--- src/rtl/bee_pkg.sv ---
// bee_pkg: shared types and constants for the bee game controller
package bee_pkg;
  typedef enum logic [1:0] {IDLE = 2'b00, PLAY = 2'b01, DYING = 2'b10, OVER = 2'b11} game_state_t;
  typedef logic [15:0] bcd4_t;
  localparam logic [7:0] KEY_SPACE = 8'h2C;
endpackage

--- src/rtl/bcd_counter4.sv ---
// bcd_counter4: saturating 4-digit BCD counter with synchronous clear
module bcd_counter4
  import bee_pkg::*;
(
  input  logic  clk,
  input  logic  rst,
  input  logic  clr,
  input  logic  inc,
  output bcd4_t q
);
  bcd4_t nxt;
  logic  c;
  // ripple a +1 through the digits, wrapping each 9 to 0 and carrying on
  always_comb begin
    nxt = q;
    c = 1'b1;
    for (int i = 0; i < 4; i++) begin
      if (c) begin
        nxt[4*i +: 4] = q[4*i +: 4] == 4'd9 ? 4'd0 : q[4*i +: 4] + 4'd1;
        c = q[4*i +: 4] == 4'd9;
      end
    end
  end
  // clear wins over increment; 9999 holds instead of wrapping
  always_ff @(posedge clk) begin
    if (rst || clr) q <= '0;
    else if (inc && q != 16'h9999) q <= nxt;
  end
endmodule

--- src/rtl/bee_game_ctrl.sv ---
// bee_game_ctrl: title/play/dying/over flow, BCD score and high score
module bee_game_ctrl
  import bee_pkg::*;
#(
  parameter logic [7:0] START_KEY    = KEY_SPACE,
  parameter int         HIT_FRAMES   = 2,
  parameter int         DEATH_FRAMES = 60,
  parameter int         RESTART_LOCK = 30
) (
  input  logic        frame_clk,
  input  logic        Reset,
  input  logic [7:0]  keycode,
  input  logic        L,
  input  logic        obs_passed,
  output logic [1:0]  game_state,
  output logic        play_en,
  output logic        dying,
  output logic [15:0] score,
  output logic [15:0] high_score,
  output logic        new_record
);
  game_state_t state;
  logic        key_prev;
  logic [3:0]  hit_cnt;
  logic [7:0]  die_cnt;
  logic [7:0]  lock_cnt;
  logic        key_now, start, hit_q, die_done;
  assign key_now    = keycode == START_KEY;
  assign start      = key_now && !key_prev && (state == IDLE || (state == OVER && lock_cnt == 8'(RESTART_LOCK)));
  assign hit_q      = state == PLAY && L && hit_cnt == 4'(HIT_FRAMES - 1);
  assign die_done   = state == DYING && die_cnt == 8'(DEATH_FRAMES - 1);
  assign game_state = state;
  bcd_counter4 u_score (
    .clk(frame_clk),
    .rst(Reset),
    .clr(start),
    .inc(state == PLAY && obs_passed && !hit_q),
    .q  (score)
  );
  // game flow FSM; play_en/dying are set alongside each state change
  always_ff @(posedge frame_clk) begin
    if (Reset) begin
      state      <= IDLE;
      play_en    <= 1'b0;
      dying      <= 1'b0;
      high_score <= '0;
      new_record <= 1'b0;
      hit_cnt    <= '0;
      die_cnt    <= '0;
      lock_cnt   <= '0;
      key_prev   <= 1'b0;
    end else begin
      key_prev <= key_now;
      if (start) begin
        state      <= PLAY;
        play_en    <= 1'b1;
        dying      <= 1'b0;
        new_record <= 1'b0;
        hit_cnt    <= '0;
      end else begin
        case (state)
          PLAY: begin
            hit_cnt <= L ? hit_cnt + 4'd1 : 4'd0;
            if (hit_q) begin
              state   <= DYING;
              play_en <= 1'b0;
              dying   <= 1'b1;
              die_cnt <= '0;
            end
          end
          DYING: begin
            die_cnt <= die_cnt + 8'd1;
            if (die_done) begin
              state    <= OVER;
              dying    <= 1'b0;
              lock_cnt <= '0;
              if (score > high_score) begin
                high_score <= score;
                new_record <= 1'b1;
              end
            end
          end
          OVER: lock_cnt <= lock_cnt == 8'(RESTART_LOCK) ? lock_cnt : lock_cnt + 8'd1;
          default: ;
        endcase
      end
    end
  end
endmodule

--- config.mk ---
export PLATFORM = sky130hd
export DESIGN_NAME = bee_game_ctrl
export DESIGN_NICKNAME = d
export VERILOG_FILES = /design/src/rtl/bee_pkg.sv /design/src/rtl/bcd_counter4.sv /design/src/rtl/bee_game_ctrl.sv
export SDC_FILE = /design/constraint.sdc
export NUM_CORES = 1
export LEC_CHECK = 0
export BUFFER_PORTS_ARGS = -buffer_cell sky130_fd_sc_hd__buf_4
export CORE_UTILIZATION = 57
export CTS_CLUSTER_SIZE = 25
export DETAILED_ROUTE_END_ITERATION = 10
export PLACE_DENSITY_LB_ADDON = 0.3
export SLEW_MARGIN = 40
export SYNTH_ARGS = -nofsm -noshare
export SYNTH_HDL_FRONTEND = slang
export SYNTH_SLANG_ARGS = --single-unit
--- constraint.sdc ---
create_clock -name frame_clk -period 2.45 [get_ports frame_clk]
set_input_delay 0.245 -clock frame_clk [delete_from_list [all_inputs] [get_ports frame_clk]]
set_output_delay 0.245 -clock frame_clk [all_outputs]
set_load 0.03 [all_outputs]
Word-level counts from Yosys, hierarchy flattened:

Cells that the tools add are included.

* add/subtract/negate cells: 7
* order comparisons: 1
* eq/ne operators: 17
* mux-type cells: 22
* bitwise logic cells: 1
* reductions and logical operators: 30

Operators by type and width (count)
* 8-bit case mux with 2 select lines: 2
* 8-bit two-way mux: 3
* 4-bit by 1-bit adder with 4-bit output, second input constant: 5
* 4-bit two-way mux: 5
* 8-bit by 1-bit adder with 8-bit output, second input constant: 2
* 4-bit equality test, second input constant: 4
* 8-bit by 6-bit equality test with 1-bit output, second input constant: 2
* 16-bit greater-than comparator: 1
* 16-bit inequality test, second input constant: 1
* 3-bit AND reduction: 4
* 1-bit logical AND: 9
* 8-bit by 5-bit equality test with 1-bit output, second input constant: 1
* 1-bit two-way mux: 8
* 2-bit AND reduction: 4
* 4-bit AND reduction: 2
* 2-bit nonzero test: 4
* 2-bit inequality test, second input constant: 3
* 3-bit by 2-bit inequality test with 1-bit output, second input constant: 2
* 2-bit equality test, second input constant: 2
* 4-bit by 1-bit equality test with 1-bit output, second input constant: 1
* 2-bit two-way mux: 2
* 2-bit case mux with 2 select lines: 1
* 3-bit nonzero test: 1
* 2-bit by 1-bit equality test with 1-bit output, second input constant: 1
* other kinds (6): 8

* bits in registers: 58
* input bits: 12
* output and inout port bits: 37
* logic and storage cells: 92

Longest topological paths before layout:

Gate-level depths: netlist of run 1.

* depth in word-level cells: 7
* depth in mapped cells: 9
* gate-level depth less buffers: 7

Modules after synthesis:

From an unflattened synthesis of run 1, not the netlist that was laid out.

* cell total of the unflattened synthesis: 397
* area, all modules: 3414.5 um^2

By module, submodules not included
* bee_game_ctrl: times used 1, cells each 298, area an instance 2568.7 um^2, sequential area each 840.8 um^2
* bcd_counter4: times used 1, cells each 99, area an instance 845.8 um^2, sequential area each 320.3 um^2

Worst setup path before layout of run 1:

No wires, ideal clock.

* path kind: register to register
* from: reg high_score[15]
* to: reg high_score[1]
* library setup time: 72 ps
* arrival time: 2410 ps
* required time: 2378 ps
* setup slack: -32 ps
* cell stages (with the launch flop): 9
* path buffers: 1
* period minus slack after synthesis: 2482 ps
* cell sequence: dfxtp_1 > inv_1 > ha_1 > nand4_1 > or4_4 > a21o_1 > a31oi_4 > buf_12 > mux2i_1

* word-level cells in the longest chain between the ends: 2

RTL lines
* start, declared: RTL line bee_game_ctrl.sv:19 `output logic [15:0] high_score,`
* start signal, assigned: RTL line bee_game_ctrl.sv:78 `high_score <= score;`
* 16-bit greater-than comparator: RTL line bee_game_ctrl.sv:77 `if (score > high_score) begin`
* 4-bit AND reduction (no source line)

Every way passes these cells.
A chain may end at the register's enable or synchronous reset.

Worst setup path in the final report of run 1:

* from: reg high_score[15]
* to: reg high_score[2]

The elaborated chain is that of the path after synthesis.

==> results.md, run 1 <==
- Status: finished, final reports clean
- Cells after Synth: about 390
- Clock Pin Slew Worst Setup and Hold Paths: 0.06 ns
- Detail Route Antenna Nets: 0
- Clk_skew: 0.00653 ns
- EDFF count, synth: 0
- Via count: between 2000 and 3000
- Total negative slack: 0 ns
- Leakage power: about 0.0015 µW
- Worst Path Arrival: between 2 and 3 ns
- Standard-cell row count: 27
- Clock root buffer: clkbuf_8
- Clk sinks: 58
- Synth warn: 0
- Yosys cell types: between 50 and 60
- I/O Buffers: between 40 and 50
- Share of total power in the clock network: between 40 and 50%
- Worst vdd ir: roughly 0.00035 V
- Hold Crit Class: in -> reg
- Crit path launch type: register
- Clock latency at the later pin of the worst-skew pair: around 0.34 ns
- DR iter-0 viols: 100
- Final antenna diode count: 0
- Inserted Clock Buffers: 9
- Post-CTS resize count: 0
- Most frequent cells in the layout: 68 x buf_4, 56 x nand2_1, 55 x dfxtp_1
- Total gr overflow: 0
- Core area: around 0.0055 mm²
- CTS tree: built
- Postcts setup bufs: 0
- Internal power: 1400 µW
- Layout cells sized above 1: 20.8%
- WL/cell: around 14 µm
- Worst Setup End Kind: register
- Largest net degree at the start of global routing: 35
- Hold Fails Final Rpt: 0
- DIE HEIGHT: approximately 77 µm
- Routed WL: roughly 7.6 mm
- Mapped cell area: around 0.0032 mm²
- Hpwl dp: 5.50 mm
- Commonest non-fill, non-tap cell in the layout: buf_4
- Post-synthesis sequential area ratio: between 30% and 40%
- GPL Wtd Cong: 0.809
- Mean area per synthesized cell: 8.27 µm²
- Antenna violations before repair: 0
- CP Class: reg -> reg
- First-pass GRT wire length: 12.7 mm
- IO Pins: ~50
- Slew Viols, Final: 0
- Slew @ Worst Pin: ~0.78 ns
- Net count after synthesis: roughly 430
- RSZ-0062 raised after global routing: no
- Switch Pwr: 482 µW
- Register bit total from synthesis: just under 60
- Sw Share: 25.6%
- Data required time of the worst path: ~2.7 ns
- Flip-flop and latch area: around 0.0012 mm²
- Power Density: about 480 mW/mm²
- Die width: about 77 µm
- Detailed Routing Iterations Pass 1: 4
- H-tree Lvls: 3
- Asr flop ratio synth: 0%
- Total GRT Usage: 26.7%
- Combinational share of power: slightly above 8%
- Final period util: a little over nine tenths
- Fin nets: between 400 and 500
- Synth top area share: around 36%
- Via density: approximately 5.6
- Core Util, Final: just over 70%
- Worst-path maximum fanout: 8
- # setup viols final: 0
- Multi-input gate area: ~0.0019 mm²
- Vias in the first global route: between 2000 and 3000
- Max Cap Viol: 0
- Area Overhead vs Synth: 21.6%
- Initial core utilization: 58.9%
- Fill count: ~440
- Post-layout min period: between 2 and 2.5 ns
- Yosys top cell by area: dfxtp_1
- Clock buffer depth: 2
- Ranking of synthesized cells by area: dfxtp_1 36%, ha_1 9.7%, nand2_1 6.5%
- Rel. slew slack: a little under half
- Hold bufs inserted after CTS: 0
- Fin Hold WS: 0.163 ns
- Ys flop type: dfxtp_1
- Die Area: 0.00599 mm²
- Seq pwr share: roughly half
- DR DRC count: 0
- Max Freq: 435 MHz
==> power groups by stage <==
stage | clock (µW) | combinational, µW | sequential (µW)
floorplan | 0 | 87.3 | 987
global placement | 0 | 152 | 979
detailed placement | 0 | 154 | 979
CTS | 779 | 155 | 958
global route | 825 | 172 | 959
finish | 765 | 157 | 958
==> registers in the layout, indices dropped and copies added (netlist names) <==
signal      flops
high_score     16
u_score.q      16
die_cnt         8
lock_cnt        8
hit_cnt         4
game_state      2
dying           1
key_prev        1
new_record      1
play_en         1
==> synth_stat cells (3+ instances only) <==
library cell,instances
a21oi_1,36
a31oi_1,3
and3_1,5
clkbuf_1,12
dfxtp_1,58
ha_1,25
inv_1,31
mux2i_1,19
nand2_1,56
nand3_1,15
nand4_1,6
nand4bb_1,4
nor2_1,28
nor3_1,11
nor4_1,5
o21ai_0,10
o22ai_1,3
o31ai_1,5
o32ai_1,3
or3_1,7
or4_1,4
xnor2_1,7
==> through the flow <==
stage | total power, µW | instance area (µm²) | cells | worst slack (ns)
after floorplan | 1070 | 3240 | 392 | 0.0253
after global placement | 1130 | 3780 | 518 | 0.256
after detailed placement | 1130 | 3780 | 518 | 0.146
after CTS | 1890 | 3940 | 534 | 0.136
after global routing | 1960 | 3940 | 534 | 0.0170
final | 1880 | 3940 | 534 | 0.152
==> cell families after synthesis <==
family                   share of synthesized area [%]
XOR/XNOR                                          2.43
AO/OA/AOI/OAI                                     14.1
buffers and inverters                             5.83
flip-flops                                        35.8
AND/OR/NAND/NOR                                   26.3
multiplexers                                      5.87
adder cells (fa/ha/maj)                           9.65
==> critical path, cell delays in order, from the launching register on <==
cell	delay [ns]
dfxtp_2	0.33
inv_1	0.04
ha_1	0.30
nand4_1	0.16
or4_4	0.58
a21o_1	0.21
a31oi_4	0.17
buf_4	0.22
mux2i_1	0.21
==> layout make-up <==
class | instances | share of cell area, %
well taps | 72 | 2.29
repair buffers | 68 | 13.0
clock buffers | 13 | 3.78
clock inverters | 3 | 0.381
inverters | 32 | 3.05
flip-flops and latches | 58 | 29.6
multi-input cells | 288 | 48.0
==> metal layers <==
metal  GRT usage [%]  up-vias  wire, µm
met1            30.7     1398      3410
met2            46.7       56      3820
met5               0        -         0
met4            11.7        0       148
met3            6.59       15       265
li1                -     1519         -
==> final timing paths <==
path / from / endpoint / slack, ns / depth (start not counted)
setup reg to reg: high_score[15]$_SDFFE_PP0P_ / high_score[2]$_SDFFE_PP0P_ / 0.15 / 8
hold / removal: Reset / die_cnt[1]$_SDFFE_PP0P_ / 0.16 / 2
setup / recovery: high_score[15]$_SDFFE_PP0P_ / high_score[2]$_SDFFE_PP0P_ / 0.15 / 8
hold reg to reg: high_score[14]$_SDFFE_PP0P_ / high_score[14]$_SDFFE_PP0P_ / 0.47 / 2
(Power assumes the default switching activity.)
==> run 2, diff against run 1 <==
--- a/config.mk
+++ b/config.mk
@@ -6,7 +6,7 @@
 export NUM_CORES = 1
 export LEC_CHECK = 0
 export BUFFER_PORTS_ARGS = -buffer_cell sky130_fd_sc_hd__buf_4
-export CORE_UTILIZATION = 57
+export CORE_UTILIZATION = 51
 export CTS_CLUSTER_SIZE = 25
 export DETAILED_ROUTE_END_ITERATION = 10
 export PLACE_DENSITY_LB_ADDON = 0.3
==> constraint.sdc (replaced) <==
create_clock -name frame_clk -period 1.8 [get_ports frame_clk]
set_input_delay 0.18 -clock frame_clk [delete_from_list [all_inputs] [get_ports frame_clk]]
set_output_delay 0.18 -clock frame_clk [all_outputs]
set_load 0.03 [all_outputs]
==> run 2 against run 1 <==
  * The run now ends with negative setup slack left
  * Sequential cell count stayed put
  * Via count is 26% higher
  * Register-to-register slack worse by 0.79 ns
  * Largest cell class unchanged
  * Clock power is 54% higher
  * Core utilization is 11 points higher
  * Critical endpoint is now high_score[1]$_SDFFE_PP0P_
  * Sequential power is 35% higher
  * Critical path depth stayed put
  * Cell area is 26% higher
  * Non-clock buffer count is 69 higher
==> results.md, run 2 (same netlist as run 1, synthesis figures left out) <==
- DR DRC count: 0 (unchanged)
- FF-to-FF End: high_score[1]$_SDFFE_PP0P_ (was high_score[2]$_SDFFE_PP0P_)
- Dpl cell area: 0.00437 mm² (was 0.00378 mm²)
- WL/cell: 19.7 µm (was 14.3 µm)
- Hold Crit Class: in -> reg (unchanged)
- Multi-input gate area: 0.00226 mm² (was 0.00189 mm²)
- Top Registers: high_score (16), u_score.q (16) (unchanged)
- Flip-flop and latch area: 0.00123 mm² (was 0.00116 mm²)
- Clock latency at the later pin of the worst-skew pair: 0.36 ns (was 0.34 ns)
- Die Area: 0.00668 mm² (was 0.00599 mm²)
- Clk sinks: 58 (unchanged)
- Die width: 81.7 µm (was 77.4 µm)
- Final antenna diode count: 0 (unchanged)
- PnR worst setup slack: -0.637 ns (was 0.152 ns)
- CP Class: reg -> reg (unchanged)
- Dpl ws: -0.407 ns (was 0.146 ns)
- Power Density: 573 mW/mm² (was 477 mW/mm²)
- Worst vdd ir: 0.000469 V (was 0.000354 V)
- Post-layout power: 2860 µW (was 1880 µW)
- Clock buffer depth: 2 (unchanged)
- Worst-path maximum fanout: 12 (was 8)
- Max Freq: 410 MHz (was 435 MHz)
- GPL Wtd Cong: 0.886 (was 0.809)
- Leakage power: 0.00201 µW (was 0.00150 µW)
- Worst Path Arrival: 2.71 ns (was 2.57 ns)
- Non-Filler Instances: 606 (was 534)
- CTS tree: built (unchanged)
- Vias in the first global route: 3323 (was 2929)
- Fill count: 320 (was 435)
- Hold Fails Final Rpt: 0 (unchanged)
- Max Cap Viol: 0 (unchanged)
- Core area: 0.00603 mm² (was 0.00551 mm²)
- R2R depth: 8 (unchanged)
- Placed insts: 574 (was 518)
- Standard-cell row count: 28 (was 27)
- Layout cells sized above 1: 44.4% (was 20.8%)
- # setup viols final: 31 (was 0)
- RSZ-0062 raised after global routing: yes (was no)
- Largest net degree at the start of global routing: 30 (was 35)
- Hold Crit Start: Reset (unchanged)
- Clock root buffer: clkbuf_8 (unchanged)
- Area Overhead vs Synth: 53.7% (was 21.6%)
- Final instance area: 0.00498 mm² (was 0.00394 mm²)
- Routed WL: 11.9 mm (was 7.64 mm)
- Worst Setup End Kind: register (unchanged)
- Post-layout min period: 2.44 ns (was 2.30 ns)
- Hold Path Sink: die_cnt[1]$_SDFFE_PP0P_ (unchanged)
- Rel. slew slack: 65.0% (was 47.5%)
- DR iter-0 viols: 342 (was 100)
- Status: finished with violations (was finished, final reports clean)
- Antenna violations before repair: 0 (unchanged)
- Crit path launch type: register (unchanged)
- Total GRT Usage: 29.2% (was 26.7%)
- R2R Setup Slk: -0.64 ns (was 0.15 ns)
- Fin nets: 563 (was 494)
- First-pass GRT wire length: 14.8 mm (was 12.7 mm)
- Detailed Routing Iterations Pass 1: 6 (was 4)
- RR Startpoint: high_score[13]$_SDFFE_PP0P_ (was high_score[15]$_SDFFE_PP0P_)
- Hpwl dp: 6.39 mm (was 5.50 mm)
- Core Util, Final: 82.6% (was 71.6%)
- Data required time of the worst path: 2.07 ns (was 2.72 ns)
- Most frequent cells in the layout: 121 x buf_4, 53 x nand2_1, 33 x a21oi_1 (was 68 x buf_4, 56 x nand2_1, 55 x dfxtp_1)
- DIE HEIGHT: 81.7 µm (was 77.4 µm)
- Commonest non-fill, non-tap cell in the layout: buf_4 (unchanged)
- Initial core utilization: 53.8% (was 58.9%)
- Clock Pin Slew Worst Setup and Hold Paths: 0.06 ns (about the same)
- Detail Route Antenna Nets: 0 (unchanged)
- IO Pins: 49 (unchanged)
- Slew @ Worst Pin: 0.523 ns (was 0.784 ns)
- I/O Buffers: 48 (unchanged)
- Clk_skew: 0.00753 ns (was 0.00653 ns)
- Via density: 6.19 (was 5.60)
- Hold bufs inserted after CTS: 0 (unchanged)
- Slew Viols, Final: 0 (unchanged)
- Total gr overflow: 0 (unchanged)
- Via count: 3754 (was 2988)
- Failing checks: negative setup slack
- H-tree Lvls: 3 (unchanged)
- Inserted Clock Buffers: 9 (unchanged)
- Final period util: 135% (was 93.8%)
- WHS Path Cells: 2 (unchanged)
-- run 2: worst max-delay path: stages, from the launching register on --
cell     delay (ns)
dfxtp_4        0.34
inv_1          0.05
ha_1           0.31
nand4_1        0.21
or4_4          0.50
a21o_1         0.27
a31oi_4        0.26
buf_12         0.20
mux2i_1        0.22
-- run 2: routing by layer --
layer / up-vias / routed length [µm] / track usage (%)
li1: 1670 / - / -
met1: 1732 / 4530 / 33.3
met2: 258 / 5620 / 50.4
met3: 94 / 982 / 5.33
met4: 0 / 788 / 18.1
met5: - / 0 / 0
-- run 2: how the worst max path moves through the flow --
stage | start | end | slack, ns
finish | high_score[13]$_SDFFE_PP0P_ | high_score[1]$_SDFFE_PP0P_ | -0.64
CTS | high_score[11]$_SDFFE_PP0P_ | high_score[2]$_SDFFE_PP0P_ | -0.41
detailed placement | high_score[10]$_SDFFE_PP0P_ | high_score[14]$_SDFFE_PP0P_ | -0.41
global placement | high_score[10]$_SDFFE_PP0P_ | high_score[9]$_SDFFE_PP0P_ | -0.31
global route | high_score[14]$_SDFFE_PP0P_ | high_score[1]$_SDFFE_PP0P_ | -0.68
floorplan | high_score[11]$_SDFFE_PP0P_ | high_score[6]$_SDFFE_PP0P_ | -0.44
-- run 2: where the power goes --
part           leakage, µW  switching (µW)  internal [µW]
Combinational      0.00143             213            172
Clock            0.0000894             547            629
Sequential        0.000486            13.5           1280
-- run 2: metrics by stage --
stage | hold WS [ns] | setup TNS [ns]
2_1_floorplan | 0.391 | -6.24
5_1_grt | 0.100 | -12.97
6_report | 0.0972 | -10.62
4_1_cts | 0.108 | -6.27
3_3_place_gp | 0.461 | -4.97
3_5_place_dp | 0.467 | -6.84
-- run 2: area by class of cell --
cell class	count	area share [%]
Clock buffer	12	2.71
Clock inverter	4	0.854
Inverter	32	2.51
Multi-Input combinational cell	288	45.4
Sequential cell	58	24.6
Tap cell	75	1.88
Timing Repair Buffer	137	22.0
-- run 2: repair_timing --
item                                   CTS  global route
buffers inserted                         8             9
setup endpoints to repair               27            43
resized for setup                       16            54
pin swaps                                9            31
endpoints found under the hold margin    0             0
gates cloned                             0             1
